### src/rtl/bb_pkg.sv
// Shared constants, output-register state encoding and the sample sign-extension
// helper for the baseband decimator.
package bb_pkg;

    localparam int unsigned DECIM = 4;
    localparam int unsigned IN_W  = 5;
    localparam int unsigned OUT_W = 7;
    localparam int unsigned PH_W  = $clog2(DECIM);

    typedef enum logic {
        EMPTY = 1'b0,
        FULL  = 1'b1
    } out_state_t;

    function automatic logic signed [OUT_W-1:0] sext(input logic signed [IN_W-1:0] x);
        return OUT_W'(x);
    endfunction

endpackage

### src/rtl/bb_decim_if.sv
// Strobed IQ sample input bus and the valid/ready decimated output bus.
interface bb_in_if;
    import bb_pkg::*;

    logic                    demod_rdy;
    logic signed [IN_W-1:0]  I_BB;
    logic signed [IN_W-1:0]  Q_BB;

    modport master (output demod_rdy, I_BB, Q_BB);
    modport slave  (input  demod_rdy, I_BB, Q_BB);
endinterface

interface bb_dec_if;
    import bb_pkg::*;

    logic signed [OUT_W-1:0] I_DEC;
    logic signed [OUT_W-1:0] Q_DEC;
    logic                    dec_valid;
    logic                    dec_ready;

    modport master (output I_DEC, Q_DEC, dec_valid, input  dec_ready);
    modport slave  (input  I_DEC, Q_DEC, dec_valid, output dec_ready);
endinterface

### src/rtl/bb_acc.sv
// Single-channel integrate-and-dump accumulator; sum_c is the dump value
// (accumulator plus the current sign-extended sample).
module bb_acc
    import bb_pkg::*;
(
    input  logic                    clk,
    input  logic                    resetn,
    input  logic                    clear,
    input  logic                    strobe,
    input  logic                    dump,
    input  logic signed [IN_W-1:0]  sample,
    output logic signed [OUT_W-1:0] sum_c
);

    logic signed [OUT_W-1:0] acc;

    assign sum_c = acc + sext(sample);

    // Accumulate strobed samples; restart from zero after a dump or clear.
    always_ff @(posedge clk) begin
        if (!resetn) begin
            acc <= '0;
        end else if (clear) begin
            acc <= '0;
        end else if (strobe) begin
            if (dump) begin
                acc <= '0;
            end else begin
                acc <= sum_c;
            end
        end
    end

endmodule

### src/rtl/bb_decim.sv
// Decimate-by-4 integrate-and-dump for the IQ baseband stream, with a
// one-entry output register and sticky overflow on dropped results.
module bb_decim
    import bb_pkg::*;
(
    input  logic            clk,
    input  logic            resetn,
    input  logic            clear,
    bb_in_if.slave          in_bus,
    bb_dec_if.master        dec_bus,
    output logic            ovf
);

    logic [PH_W-1:0]         phase;
    logic                    strobe_c;
    logic                    dump_c;
    logic signed [OUT_W-1:0] i_sum_c;
    logic signed [OUT_W-1:0] q_sum_c;
    out_state_t              state;
    logic signed [OUT_W-1:0] i_dec;
    logic signed [OUT_W-1:0] q_dec;
    logic                    dec_valid;

    // clear takes priority: a strobe coinciding with clear is discarded.
    assign strobe_c = in_bus.demod_rdy & ~clear;
    assign dump_c   = strobe_c & (phase == PH_W'(DECIM - 1));

    always_ff @(posedge clk) begin
        if (!resetn) begin
            phase <= '0;
        end else if (clear) begin
            phase <= '0;
        end else if (strobe_c) begin
            phase <= dump_c ? '0 : phase + PH_W'(1);
        end
    end

    bb_acc u_acc_i (
        .clk    (clk),
        .resetn (resetn),
        .clear  (clear),
        .strobe (strobe_c),
        .dump   (dump_c),
        .sample (in_bus.I_BB),
        .sum_c  (i_sum_c)
    );

    bb_acc u_acc_q (
        .clk    (clk),
        .resetn (resetn),
        .clear  (clear),
        .strobe (strobe_c),
        .dump   (dump_c),
        .sample (in_bus.Q_BB),
        .sum_c  (q_sum_c)
    );

    // Output register FSM: a dump into a FULL register is kept only if the
    // held result is consumed in the same cycle, otherwise it is dropped.
    always_ff @(posedge clk) begin
        if (!resetn) begin
            state     <= EMPTY;
            i_dec     <= '0;
            q_dec     <= '0;
            dec_valid <= 1'b0;
            ovf       <= 1'b0;
        end else begin
            case (state)
                EMPTY: begin
                    if (dump_c) begin
                        state     <= FULL;
                        i_dec     <= i_sum_c;
                        q_dec     <= q_sum_c;
                        dec_valid <= 1'b1;
                    end
                end
                FULL: begin
                    if (dump_c && dec_bus.dec_ready) begin
                        i_dec <= i_sum_c;
                        q_dec <= q_sum_c;
                    end else if (dump_c) begin
                        ovf <= 1'b1;
                    end else if (dec_bus.dec_ready) begin
                        state     <= EMPTY;
                        dec_valid <= 1'b0;
                    end
                end
                default: begin
                    state     <= EMPTY;
                    dec_valid <= 1'b0;
                end
            endcase
        end
    end

    assign dec_bus.I_DEC     = i_dec;
    assign dec_bus.Q_DEC     = q_dec;
    assign dec_bus.dec_valid = dec_valid;

endmodule

### src/flat_wrapper.sv
// flat-port wrapper written by rule: the top's interface ports become plain ports
module bb_decim_flat import bb_pkg::*;
  (clk, resetn, clear, ovf, in_bus_demod_rdy, in_bus_I_BB, in_bus_Q_BB, dec_bus_I_DEC, dec_bus_Q_DEC, dec_bus_dec_valid, dec_bus_dec_ready);
  bb_in_if in_bus_i ();
  bb_dec_if dec_bus_i ();
  input  logic clk;
  input  logic resetn;
  input  logic clear;
  output logic ovf;
  input wire logic [$bits(in_bus_i.demod_rdy)-1:0] in_bus_demod_rdy;
  input wire logic [$bits(in_bus_i.I_BB)-1:0] in_bus_I_BB;
  input wire logic [$bits(in_bus_i.Q_BB)-1:0] in_bus_Q_BB;
  output wire logic [$bits(dec_bus_i.I_DEC)-1:0] dec_bus_I_DEC;
  output wire logic [$bits(dec_bus_i.Q_DEC)-1:0] dec_bus_Q_DEC;
  output wire logic [$bits(dec_bus_i.dec_valid)-1:0] dec_bus_dec_valid;
  input wire logic [$bits(dec_bus_i.dec_ready)-1:0] dec_bus_dec_ready;
  assign in_bus_i.demod_rdy = in_bus_demod_rdy;
  assign in_bus_i.I_BB = in_bus_I_BB;
  assign in_bus_i.Q_BB = in_bus_Q_BB;
  assign dec_bus_I_DEC = dec_bus_i.I_DEC;
  assign dec_bus_Q_DEC = dec_bus_i.Q_DEC;
  assign dec_bus_dec_valid = dec_bus_i.dec_valid;
  assign dec_bus_i.dec_ready = dec_bus_dec_ready;
  bb_decim u_core (.clk(clk), .resetn(resetn), .clear(clear), .in_bus(in_bus_i), .dec_bus(dec_bus_i), .ovf(ovf));
endmodule
### config.mk
export PLATFORM = sky130hd
export DESIGN_NAME = bb_decim_flat
export DESIGN_NICKNAME = d
export VERILOG_FILES = /design/src/rtl/bb_pkg.sv /design/src/rtl/bb_decim_if.sv /design/src/rtl/bb_acc.sv /design/src/rtl/bb_decim.sv /design/src/flat_wrapper.sv
export SDC_FILE = /design/constraint.sdc
export NUM_CORES = 1
export LEC_CHECK = 0
export ABC_AREA = 1
export BUFFER_PORTS_ARGS = -buffer_cell sky130_fd_sc_hd__buf_2
export CAP_MARGIN = 20
export CORE_MARGIN = 3
export CORE_UTILIZATION = 50
export CTS_BUF_LIST = sky130_fd_sc_hd__clkbuf_2
export CTS_CLUSTER_SIZE = 16
export DETAILED_ROUTE_END_ITERATION = 7
export PLACE_DENSITY = 0.79
export SLEW_MARGIN = 30
export SYNTH_ARGS = -nofsm -noshare
export SYNTH_HDL_FRONTEND = slang
export SYNTH_HIERARCHICAL = 1
export SYNTH_SLANG_ARGS = --single-unit
export TNS_END_PERCENT = 30
### constraint.sdc
create_clock -name clk -period 2.85 [get_ports clk]
set_clock_uncertainty 0.1 [all_clocks]
set_input_delay 0.4275 -clock clk [delete_from_list [all_inputs] [get_ports clk]]
set_output_delay 0.4275 -clock clk [all_outputs]
set_load 0.05 [all_outputs]
==> results of run 1 <==
kinds of logic after synthesis:
family          count (synthesis)  synth area share
xor+xnor                        4            0.0173
compound gates                 25            0.0699
simple gates                  160             0.387
buf+inv                        47            0.0990
flops                          33             0.327
fa+ha+maj                      15             0.100
per-layer routing:
| layer | vias up | track usage | share of wire |
|---|---|---|---|
| li1 | 965 | - | - |
| met1 | 809 | 0.231 | 0.46 |
| met2 | 39 | 0.310 | 0.47 |
| met3 | 5 | 0.0406 | 0.062 |
| met4 | 0 | 0.0586 | 0.0090 |
| met5 | - | 0 | 0 |
layout make-up:
class | instances | area share
flip-flops and latches | 33 | 0.297
multi-input cells | 204 | 0.523
inverters | 40 | 0.0676
clock buffers | 8 | 0.0180
repair buffers | 30 | 0.0676
well taps | 48 | 0.0270
metrics by stage:
step	area (um2)	setup WS [ps]	utilization
finish	2220	963	0.589
global route	2220	799	0.589
CTS	2220	952	0.589
detailed placement	2180	748	0.579
global placement	2180	759	0.579
floorplan	2020	958	-
registers in the layout, indices dropped and copies added (netlist names):
register and count:
u_core/dec_bus.Q_DEC 7, u_core/u_acc_i/acc 7, u_core/u_acc_q/acc 7, u_core/dec_bus.dec_valid 1, u_core/phase 2, u_core/state 1, u_core/ovf 1, u_core/dec_bus.I_DEC 7
worst max-delay path, stage by stage, from the launching register on:
cell and delay [ps]:
dfxtp_1 340, ha_1 220, fa_1 400, nand2_1 100, nand2_2 70, a21o_1 170, and2_1 130, inv_1 50
nand4_1 100, nand2_1 90, nor2_1 40
cell usage in the layout, fill, tap and decap left out, drive strengths merged:
cell type  instances
nand2             72
nor2              43
inv               40
dfxtp             33
buf               30
a21oi             23
nand3             22
nand4             14
ha                13
clkbuf             8
and2               8
xnor2              2
a21o               2
xor2               2
fa                 2
nor3               1
where the power goes:
part           internal [mW]  switching, mW
registers              0.468        0.00380
logic                 0.0524         0.0839
clock network         0.0724          0.152
total                  0.592          0.240
worst paths after layout:
path	start	to	slack (ps)	depth (start not counted)
worst min register to register	u_core/u_acc_q/acc[4]	u_core/u_acc_q/acc[4]	380	2
worst max register to register	u_core/u_acc_q/acc[0]	u_core/dec_bus.Q_DEC[4]	960	10
worst max-delay path	u_core/u_acc_q/acc[0]	u_core/dec_bus.Q_DEC[4]	960	10
worst min-delay path	dec_bus_dec_ready	u_core/dec_bus.dec_valid	250	4
==> impl_metrics.json, run 1 <==
{
  "fin_cells": 363,
  "worstSkewPairLatency_ps": 360,
  "endpoint_kind": "register",
  "crit_required_ps": 3030,
  "postCtsHoldBufs": 0,
  "track_usage": 0.184,
  "yosys_register_bits": 33,
  "core_um2": 3770,
  "fmax_mhz": 530,
  "io_buffer_count": 30,
  "yosys_warnings": 6,
  "min_path_type": "primary input to register",
  "p_total_mw": 0.832,
  "ys_seq_area_frac": 0.327,
  "syn_area_per_cell_um2": 7.12,
  "antenna_found_initial": 0,
  "crit_type": "register to register",
  "vias": 1818,
  "synthToLayoutAreaGrowth_pct": 9.90,
  "max-slew-margin-rel": 0.603,
  "arrival_ps": 2070,
  "synth_top_area_cell": "dfxtp_1",
  "syn_nets": 314,
  "diodes": 0,
  "wl_per_cell_um": 11.4,
  "power_density_nw_per_um2": 374,
  "fin_crit_sh": 0.662,
  "final_hold_viol_count": 0,
  "cts_sinks": 33,
  "synth_flop_cell": "dfxtp_1",
  "holdWs_ps": 252,
  "num-fill-cells": 365,
  "synth.area.top_cells": "dfxtp_1, nand2_1, ha_1, nor2_1, inv_1",
  "status": "finished, final reports clean",
  "synthCells": 284,
  "max-vdd-ir-drop_v": 0.000250,
  "drt_iter0_drc": 147,
  "dp.final_hpwl_um": 3190,
  "final_antenna_net_count": 0,
  "yosys.area.top_type_share": 0.327,
  "clock-root-buffer": "clkbuf_2",
  "syn-cell-area_um2": 2020,
  "finalSetupTns_ps": 0,
  "pin_count": 31,
  "dp.cells": 355,
  "start_kind": "register",
  "cts_setup_buffers": 0,
  "async_flop_share": 0,
  "dieArea_um2": 4840,
  "place_congestion": 0.875,
  "multi_input_area_um2": 1160,
  "yosysMostFrequentCell": "nand2_1",
  "register_area_um2": 661,
  "drv_slew": 0,
  "fp.dieH_um": 69.6,
  "fin_crit_ps": 1890,
  "clkSlewWorstSetupHoldPaths_ps": 150,
  "yosys.cell_types.count": 25,
  "globalRouteOverflowTotal": 0,
  "htree_levels": 2,
  "grt_start_max_net_pins": 20,
  "cap_viol_max_count": 0,
  "grt_pass1_vias": 1728,
  "grt_pass1_wl_um": 7340,
  "critPathMaxFanout": 3,
  "row_count": 22,
  "cts_tree": "yes",
  "ys_top_cells_by_count": "nand2_1, nor2_1, inv_1, dfxtp_1, a21oi_1",
  "tightestPinTransition_ps": 595,
  "initial_core_util": 0.536,
  "synth_edf_count": 0,
  "ctsResizeCount": 0,
  "drt-total-wl_um": 4130,
  "rsz0062_at_grt": "no",
  "vias_per_cell": 5.01,
  "setup_viol": 0,
  "clockBufferDepth": 2,
  "cts_buffers": 5,
  "nets": 344,
  "fp.dieW_um": 69.6,
  "drc": 0,
  "drive_gt1_frac": 0.187,
  "drt_pass1_iterations": 4,
  "leakagePower_nw": 1.15
}
(Power assumes the default switching activity.)
==> run 2: changes to the inputs <==
--- a/config.mk
+++ b/config.mk
@@ -13,7 +13,7 @@
 export CTS_BUF_LIST = sky130_fd_sc_hd__clkbuf_2
 export CTS_CLUSTER_SIZE = 16
 export DETAILED_ROUTE_END_ITERATION = 7
-export PLACE_DENSITY = 0.79
+export PLACE_DENSITY = 0.81
 export SLEW_MARGIN = 30
 export SYNTH_ARGS = -nofsm -noshare
 export SYNTH_HDL_FRONTEND = slang
==> constraint.sdc (replaced) <==
create_clock -name clk -period 1.5 [get_ports clk]
set_clock_uncertainty 0.1 [all_clocks]
set_input_delay 0.225 -clock clk [delete_from_list [all_inputs] [get_ports clk]]
set_output_delay 0.225 -clock clk [all_outputs]
set_load 0.05 [all_outputs]
==> run 2 against run 1 <==
The flow now finishes with violations (negative setup slack). Global-route usage rose by 2.3 points. Register-to-register slack got worse by 1300 ps. Sequential share of layout area fell by 5.1 points. Utilization rose by 14 points. Combinational power rose to 2.9 times the previous value. Critical endpoint unchanged.
==> impl_metrics.json, run 2 (same netlist as run 1, synthesis figures left out) <==
{
  "status": "finished, violations left",
  "violations": "negative setup slack",
  "switching_share": 0.265,
  "nets": 371,
  "rsz0062_at_grt": "yes",
  "fp.dieW_um": 69.6,
  "io_buffer_count": 30,
  "endpoint_kind": "register",
  "wl_per_cell_um": 13.5,
  "fin_crit_ps": 1810,
  "crit_required_ps": 1720,
  "cap_viol_max_count": 0,
  "max-vdd-ir-drop_v": 0.000587,
  "worstPathCellList": "ha_4 > fa_2 > nand2_1 > nand2_2 > a21o_1 > and2_1 > inv_1 > nand4_1 > nand2_1 > nor2_1",
  "vias_per_cell": 5.14,
  "dieArea_um2": 4840,
  "drt-total-wl_um": 5250,
  "drv_slew": 0,
  "row_count": 22,
  "htree_levels": 2,
  "grt_pass1_vias": 1925,
  "track_usage": 0.206,
  "crit_slowest_cell": "dfxtp_2",
  "place_congestion": 0.906,
  "worstSkewPairLatency_ps": 400,
  "initial_core_util": 0.536,
  "antenna_found_initial": 0,
  "register_area_um2": 674,
  "worst_path_largest_cell_delay_ps": 370,
  "p_switching_mw": 0.546,
  "preCtsSetupSlack_ps": -263,
  "drive_gt1_frac": 0.389,
  "final_cell_mix": "nand2_1, nor2_1, inv_1, buf_2, dfxtp_1",
  "crit_type": "register to register",
  "critPathMostFrequentCell": "nand2_1",
  "clock-root-buffer": "clkbuf_2",
  "pin_count": 31,
  "start_kind": "register",
  "grt_start_max_net_pins": 16,
  "min_path_type": "primary input to register",
  "multi_input_area_um2": 1400,
  "diodes": 0,
  "path_buf_inv": 1,
  "fmax_mhz": 552,
  "setup_viol": 18,
  "power_frac_seq": 0.436,
  "max-slew-margin-rel": 0.746,
  "cts_sinks": 33,
  "leakagePower_nw": 1.32,
  "tightestPinTransition_ps": 380,
  "fp.dieH_um": 69.6,
  "dp.cells": 376,
  "power_density_nw_per_um2": 753,
  "clkSlewWorstSetupHoldPaths_ps": 170,
  "final_common_cell": "nand2_1",
  "fin_crit_sh": 1.21,
  "crit_family": "simple AND/OR/NAND/NOR gates",
  "fin_ws_ps": -311,
  "arrival_ps": 2030,
  "globalRouteOverflowTotal": 0,
  "pwr-share-clk": 0.375,
  "dp.final_hpwl_um": 3420,
  "cts_tree": "yes",
  "vias": 2006,
  "clockBufferDepth": 2,
  "cts_buffers": 5,
  "final_hold_viol_count": 0,
  "final_util": 0.725,
  "drt_pass1_iterations": 4,
  "critPathMaxFanout": 3,
  "power.internal_mw": 1.51,
  "synthToLayoutAreaGrowth_pct": 35.3,
  "num-fill-cells": 276,
  "core_um2": 3770,
  "grt_pass1_wl_um": 8260,
  "final_antenna_net_count": 0,
  "drc": 0,
  "fin_cells": 390,
  "combPwrFrac": 0.190,
  "drt_iter0_drc": 133
}
[run 2: changes by cell type in the layout (fill, tap and decap cells not counted), sizes merged]
cell	delta
buf	+26
bufinv	+2
clkbuf	-3
clkinv	+1
dlygate4sd3	+1
[run 2: power groups by stage]
stage          Combinational, mW  Clock, mW  Sequential [mW]
5_1_grt                    0.430      0.821            0.899
3_3_place_gp               0.300          0            0.914
6_report                   0.391      0.771            0.897
4_1_cts                    0.331      0.785            0.899
3_5_place_dp               0.307          0            0.914
2_1_floorplan              0.194          0            0.914
[run 2: path summary, 6_finish.rpt]
| path | startpoint | slack (ps) | to | depth (start not counted) |
|---|---|---|---|---|
| setup reg to reg | u_core/u_acc_q/acc[0] | -310 | u_core/dec_bus.Q_DEC[4] | 10 |
| hold reg to reg | u_core/u_acc_i/acc[5] | 380 | u_core/u_acc_i/acc[5] | 2 |
| setup / recovery | u_core/u_acc_q/acc[0] | -310 | u_core/dec_bus.Q_DEC[4] | 10 |
| hold / removal | resetn | 30 | u_core/dec_bus.Q_DEC[4] | 3 |
[run 2: through the flow]
step | setup TNS (ps) | hold slack (ps) | instance area [um2] | total power [mW]
2_1_floorplan | -625 | 294 | 2030 | 1.11
3_3_place_gp | -1940 | 356 | 2350 | 1.21
3_5_place_dp | -2230 | 361 | 2350 | 1.22
4_1_cts | -1480 | 24.7 | 2550 | 2.01
5_1_grt | -4390 | 20.8 | 2740 | 2.15
6_report | -2240 | 29.3 | 2740 | 2.06
[run 2: worst min-delay path, cell delays in order]
cell,delay [ps]
buf_2,170
nand2_1,80
nor2_1,30
[run 2: cell type report]
cell class	count	area share
well taps	48	0.0220
clock inverters	3	0.0238
multi-input cells	204	0.512
clock buffers	5	0.00915
flip-flops and latches	33	0.247
inverters	40	0.0549
repair buffers	57	0.131
[run 2: layer usage]
metal	global-route usage	part of all wire	wire, um	vias to the layer above
met2	0.350	0.51	2700	54
met1	0.252	0.41	2140	921
li1	-	-	-	1013
met5	0	0	0	-
met4	0.0738	0.029	150	0
met3	0.0507	0.048	254	18
[run 2: timing repair]
action	CTS	global route
pin swaps	3	25
endpoints found under the hold margin	1	0
hold buffers	1	0
cloned	0	0
endpoints found under the setup margin	20	26
setup buffers	0	6
resized for setup	14	37
